--- src/rtl/tinyalu_core.sv ---
// TinyALU core: single-cycle add/and/xor, multi-cycle multiply, one-cycle done pulse.
// Operands are latched on accept; result is registered and held between completions.
module tinyalu_core #(
  parameter int unsigned MUL_LATENCY = 3
) (
  input  logic        clk,
  input  logic        reset,
  input  logic [7:0]  A,
  input  logic [7:0]  B,
  input  logic [2:0]  op,
  input  logic        start,
  output logic        done,
  output logic [15:0] result,
  output logic        busy
);

  typedef enum logic [1:0] {
    IDLE     = 2'd0,
    EXEC     = 2'd1,
    MUL_WAIT = 2'd2,
    DONE     = 2'd3
  } state_t;

  localparam logic [2:0] NO_OP  = 3'b000;
  localparam logic [2:0] ADD_OP = 3'b001;
  localparam logic [2:0] AND_OP = 3'b010;
  localparam logic [2:0] XOR_OP = 3'b011;
  localparam logic [2:0] MUL_OP = 3'b100;
  localparam logic [2:0] RST_OP = 3'b111;

  localparam logic [2:0] CNT_LOAD = 3'(MUL_LATENCY - 1);

  state_t      state_q, state_d;
  logic [2:0]  cnt_q, cnt_d;
  logic [7:0]  a_q, a_d;
  logic [7:0]  b_q, b_d;
  logic [15:0] result_q, result_d;
  logic [15:0] mul_w;
  logic [8:0]  sum_w;

  assign sum_w = {1'b0, A} + {1'b0, B};
  // Product of the latched operands; settles over the MUL_WAIT cycles.
  assign mul_w = {8'b0, a_q} * {8'b0, b_q};

  always_ff @(posedge clk) begin
    if (reset) begin
      state_q  <= IDLE;
      cnt_q    <= 3'd0;
      a_q      <= 8'd0;
      b_q      <= 8'd0;
      result_q <= 16'h0000;
    end else begin
      state_q  <= state_d;
      cnt_q    <= cnt_d;
      a_q      <= a_d;
      b_q      <= b_d;
      result_q <= result_d;
    end
  end

  always_comb begin
    state_d  = state_q;
    cnt_d    = cnt_q;
    a_d      = a_q;
    b_d      = b_q;
    result_d = result_q;
    case (state_q)
      IDLE: begin
        if (start) begin
          a_d = A;
          b_d = B;
          case (op)
            ADD_OP: begin
              result_d = {7'b0, sum_w};
              state_d  = DONE;
            end
            AND_OP: begin
              result_d = {8'b0, A & B};
              state_d  = DONE;
            end
            XOR_OP: begin
              result_d = {8'b0, A ^ B};
              state_d  = DONE;
            end
            MUL_OP: begin
              cnt_d   = CNT_LOAD;
              state_d = MUL_WAIT;
            end
            RST_OP: begin
              result_d = 16'h0000;
            end
            NO_OP:   state_d = DONE;
            default: state_d = DONE;
          endcase
        end
      end
      MUL_WAIT: begin
        if (cnt_q == 3'd1) begin
          result_d = mul_w;
          state_d  = DONE;
        end else begin
          cnt_d = cnt_q - 3'd1;
        end
      end
      DONE:    state_d = IDLE;
      // Single-cycle ops resolve on the accept edge, so EXEC is never entered.
      default: state_d = IDLE;
    endcase
  end

  assign done   = (state_q == DONE);
  assign busy   = (state_q != IDLE);
  assign result = result_q;

endmodule
--- config.mk ---
export PLATFORM = sky130hd
export DESIGN_NAME = tinyalu_core
export DESIGN_NICKNAME = d
export VERILOG_FILES = /design/src/rtl/tinyalu_core.sv
export SDC_FILE = /design/constraint.sdc
export NUM_CORES = 1
export LEC_CHECK = 0
export BUFFER_PORTS_ARGS = -buffer_cell sky130_fd_sc_hd__buf_2
export CAP_MARGIN = 10
export CORE_MARGIN = 5
export CORE_UTILIZATION = 35
export CTS_BUF_LIST = sky130_fd_sc_hd__clkbuf_4 sky130_fd_sc_hd__clkbuf_8
export DETAILED_ROUTE_END_ITERATION = 10
export PLACE_DENSITY = 0.5
export SLEW_MARGIN = 20
export SYNTH_ARGS = -nofsm -noshare
export SYNTH_HDL_FRONTEND = slang
export SYNTH_SLANG_ARGS = --single-unit
--- constraint.sdc ---
create_clock -name clk -period 5.9 [get_ports clk]
set_clock_uncertainty 0.2 [all_clocks]
set_input_delay 1.18 -clock clk [delete_from_list [all_inputs] [get_ports clk]]
set_output_delay 1.18 -clock clk [all_outputs]
set_load 0.01 [all_outputs]
==> flow_summary.ini <==
[status]
outcome = complete, no violations

[sta]
timing.fmax_mhz = 217
timing.slew.headroom_pct = 48.7
min_period_over_period_pct = 78.1
slew_viol_final = 0
rsz0062_at_grt = no
worstMarginPinSlew_ns = 0.764
finalHoldViolCount = 0
setup_ws_ns = 1.29
setup_viol = 0
finalSetupTns_ns = 0
period_needed_ns = 4.61

[floorplan]
start_util_pct = 36.0
rows = 39
die_h_um = 119
core_um2 = 11500
ioPinCount = 40
die_x_um = 119
die_area_um2 = 14100

[synthesis]
async_reset_ff_share_pct = 0
ys_seq_area_share_pct = 17.9
syn_inst = 507
synthTopCellsByArea = dfxtp_1, fa_1, ha_1, and2_1, nand2_1
syn_nets = 612
yosysWarningCount = 0
ys_ff_latch = 37
avgSynthCellArea_um2 = 8.17
synthDistinctLibCells = 49
synth.most_common_cell = nand2_1
synth_edf_count = 0
synth_top_area_share_pct = 17.9
synth_flop_cell = dfxtp_1
yosys-top-cells-count = nand2_1, inv_1, and2_1
synth_top_area_cell = dfxtp_1
syn_area_um2 = 4140

[hold_path]
hp-class = reg -> reg

[cts]
cts_buffers = 5
cts_root_buf = clkbuf_8
post-cts-setup-buffer-count = 0
cts_resized = 0
hold_buffers = 0
clkLatencyLatePin_ns = 0.29
max-clock-path-buffers = 2
cts_tree = done
htreeDepth = 2
cts.sinks = 37
clk_pin_slew_ns = 0.08

[global_route]
grt_max_degree = 30
busiest_layer = met2
met3_usage_pct = 2.09
grtUsageMet2_pct = 28.4
grt-ovfl-total = 0
use_met1_pct = 20.9
grt_pass1_vias = 3745
grt_usage_pct = 16.2
grt_pass1_wl_mm = 18.6
grt_antenna_before_repair = 0

[route]
viasPerCell = 5.31
firstDrtPassIters = 5
drc_errors = 0
ant_nets = 0
drt_iter0_drc = 175
wl_mm = 11.0
wl_per_cell_um = 16.1
via_count = 3624

[power_and_ir_drop]
power.density_nw_per_um2 = 148
leakage_nw = 2.24
peakVddDrop_uv = 115

[placed_design]
io_buffers = 39
placed_area_um2 = 4460
dp.cells = 675
dpl_worst_slack_ns = 1.27
place_hpwl_mm = 8.90
gp_congestion = 0.897

[layout]
diodes = 0
design_area_um2 = 4540
area_delta_synth_final_pct = 9.60
fin_util_pct = 39.4
layout.cells.non_filler = 683
final_nets = 644
drive_gt1_share_pct = 10.0
nFillCells = 1218

[critical_path]
critPathSlowestCell = fa_1
worst-setup-path-type = reg -> reg
max_stage_delay_ns = 0.56
cp_common_cell = fa_1
cp-end-kind = flop
path_max_fanout = 9
startpoint_type = flop
worstPathRequired_ns = 5.89
arrival_ns = 4.59
crit_chain = and2_1, fa_1, fa_1, fa_1, inv_1, fa_1, inv_1, ha_1, a21oi_1, o21a_1, o21ai_0, or3_1, a32o_1

[flow_run]
maxCapViolations = 0
-- cell type report --
cell class                 instances  area (µm²)  area share (%)
timing repair buffer              39         195            4.30
tap                              143         179            3.94
inverter                          62         233            5.12
clock inverter                     2        10.0           0.220
clock buffer                       6        76.3            1.68
sequential                        37         741            16.3
multi-input combinational        394        3110            68.4
-- cells in the final DEF, fill, tap and decap left out, types with 5 or more instances in the layout --
master and count:
a211oi_1 5, nand2_1 67, nor2_1 13, or3_1 6, inv_1 62, a21o_1 8, fa_1 37, ha_1 46
clkbuf_8 5, o21ai_0 24, buf_2 39, nor3_1 5, nand3_1 8, a21oi_1 49, o211ai_1 5, mux2i_1 8
nand2b_1 6, dfxtp_1 37, and2_1 52
-- through the flow --
step	hold WS (ns)	power [mW]
global placement	0.242	0.493
detailed placement	0.244	0.495
CTS	0.255	0.681
finish	0.253	0.673
global route	0.268	0.719
floorplan	0.249	0.431
-- sequential cells by signal, indices dropped and copies added (netlist names) --
signal,flops
result,16
cnt_q,3
b_q,8
state_q,2
a_q,8
-- final timing paths --
path,start,to,slack (ns),depth (start not counted)
worst max-delay path,b_q[6]$_SDFFE_PP0P_,result[14]$_SDFFE_PP0P_,1.29,13
worst min-delay path,result[2]$_SDFFE_PP0P_,result[2]$_SDFFE_PP0P_,0.25,2
worst max register to register,b_q[6]$_SDFFE_PP0P_,result[14]$_SDFFE_PP0P_,1.29,13
worst min register to register,result[2]$_SDFFE_PP0P_,result[2]$_SDFFE_PP0P_,0.25,2
-- report_power, final --
part	switching (mW)	total, mW	internal, mW	leakage, nW
clock	0.0968	0.183	0.0866	0.0484
combinational	0.121	0.199	0.0779	1.89
sequential	0.0241	0.291	0.267	0.302
total	0.242	0.673	0.431	2.24
-- cells by family (layout without fill, tap and decap cells) --
group | after synthesis | count (layout) | synth area share [%]
simple gates | 172 | 172 | 21.0
compound gates | 124 | 124 | 18.8
fa+ha+maj | 83 | 83 | 31.8
buf+inv | 76 | 109 | 7.13
flops | 37 | 37 | 17.9
mux | 8 | 8 | 1.93
xor+xnor | 7 | 7 | 1.48
-- routing by layer --
layer	up-vias	wire (µm)
li1	1770	-
met1	1753	5030
met2	85	5350
met3	16	370
met4	0	223
met5	-	0
-- worst max-delay path: cells and delay by family, from the launching register on --
| family | cells | cell delay (ns) |
|---|---|---|
| AOI/OAI and AO/OA | 4 | 0.70 |
| DFF | 1 | 0.51 |
| and+or+nand+nor | 2 | 0.56 |
| adders and majority gates | 5 | 2.41 |
| buffers and inverters | 2 | 0.11 |
(Power assumes the default switching activity.)
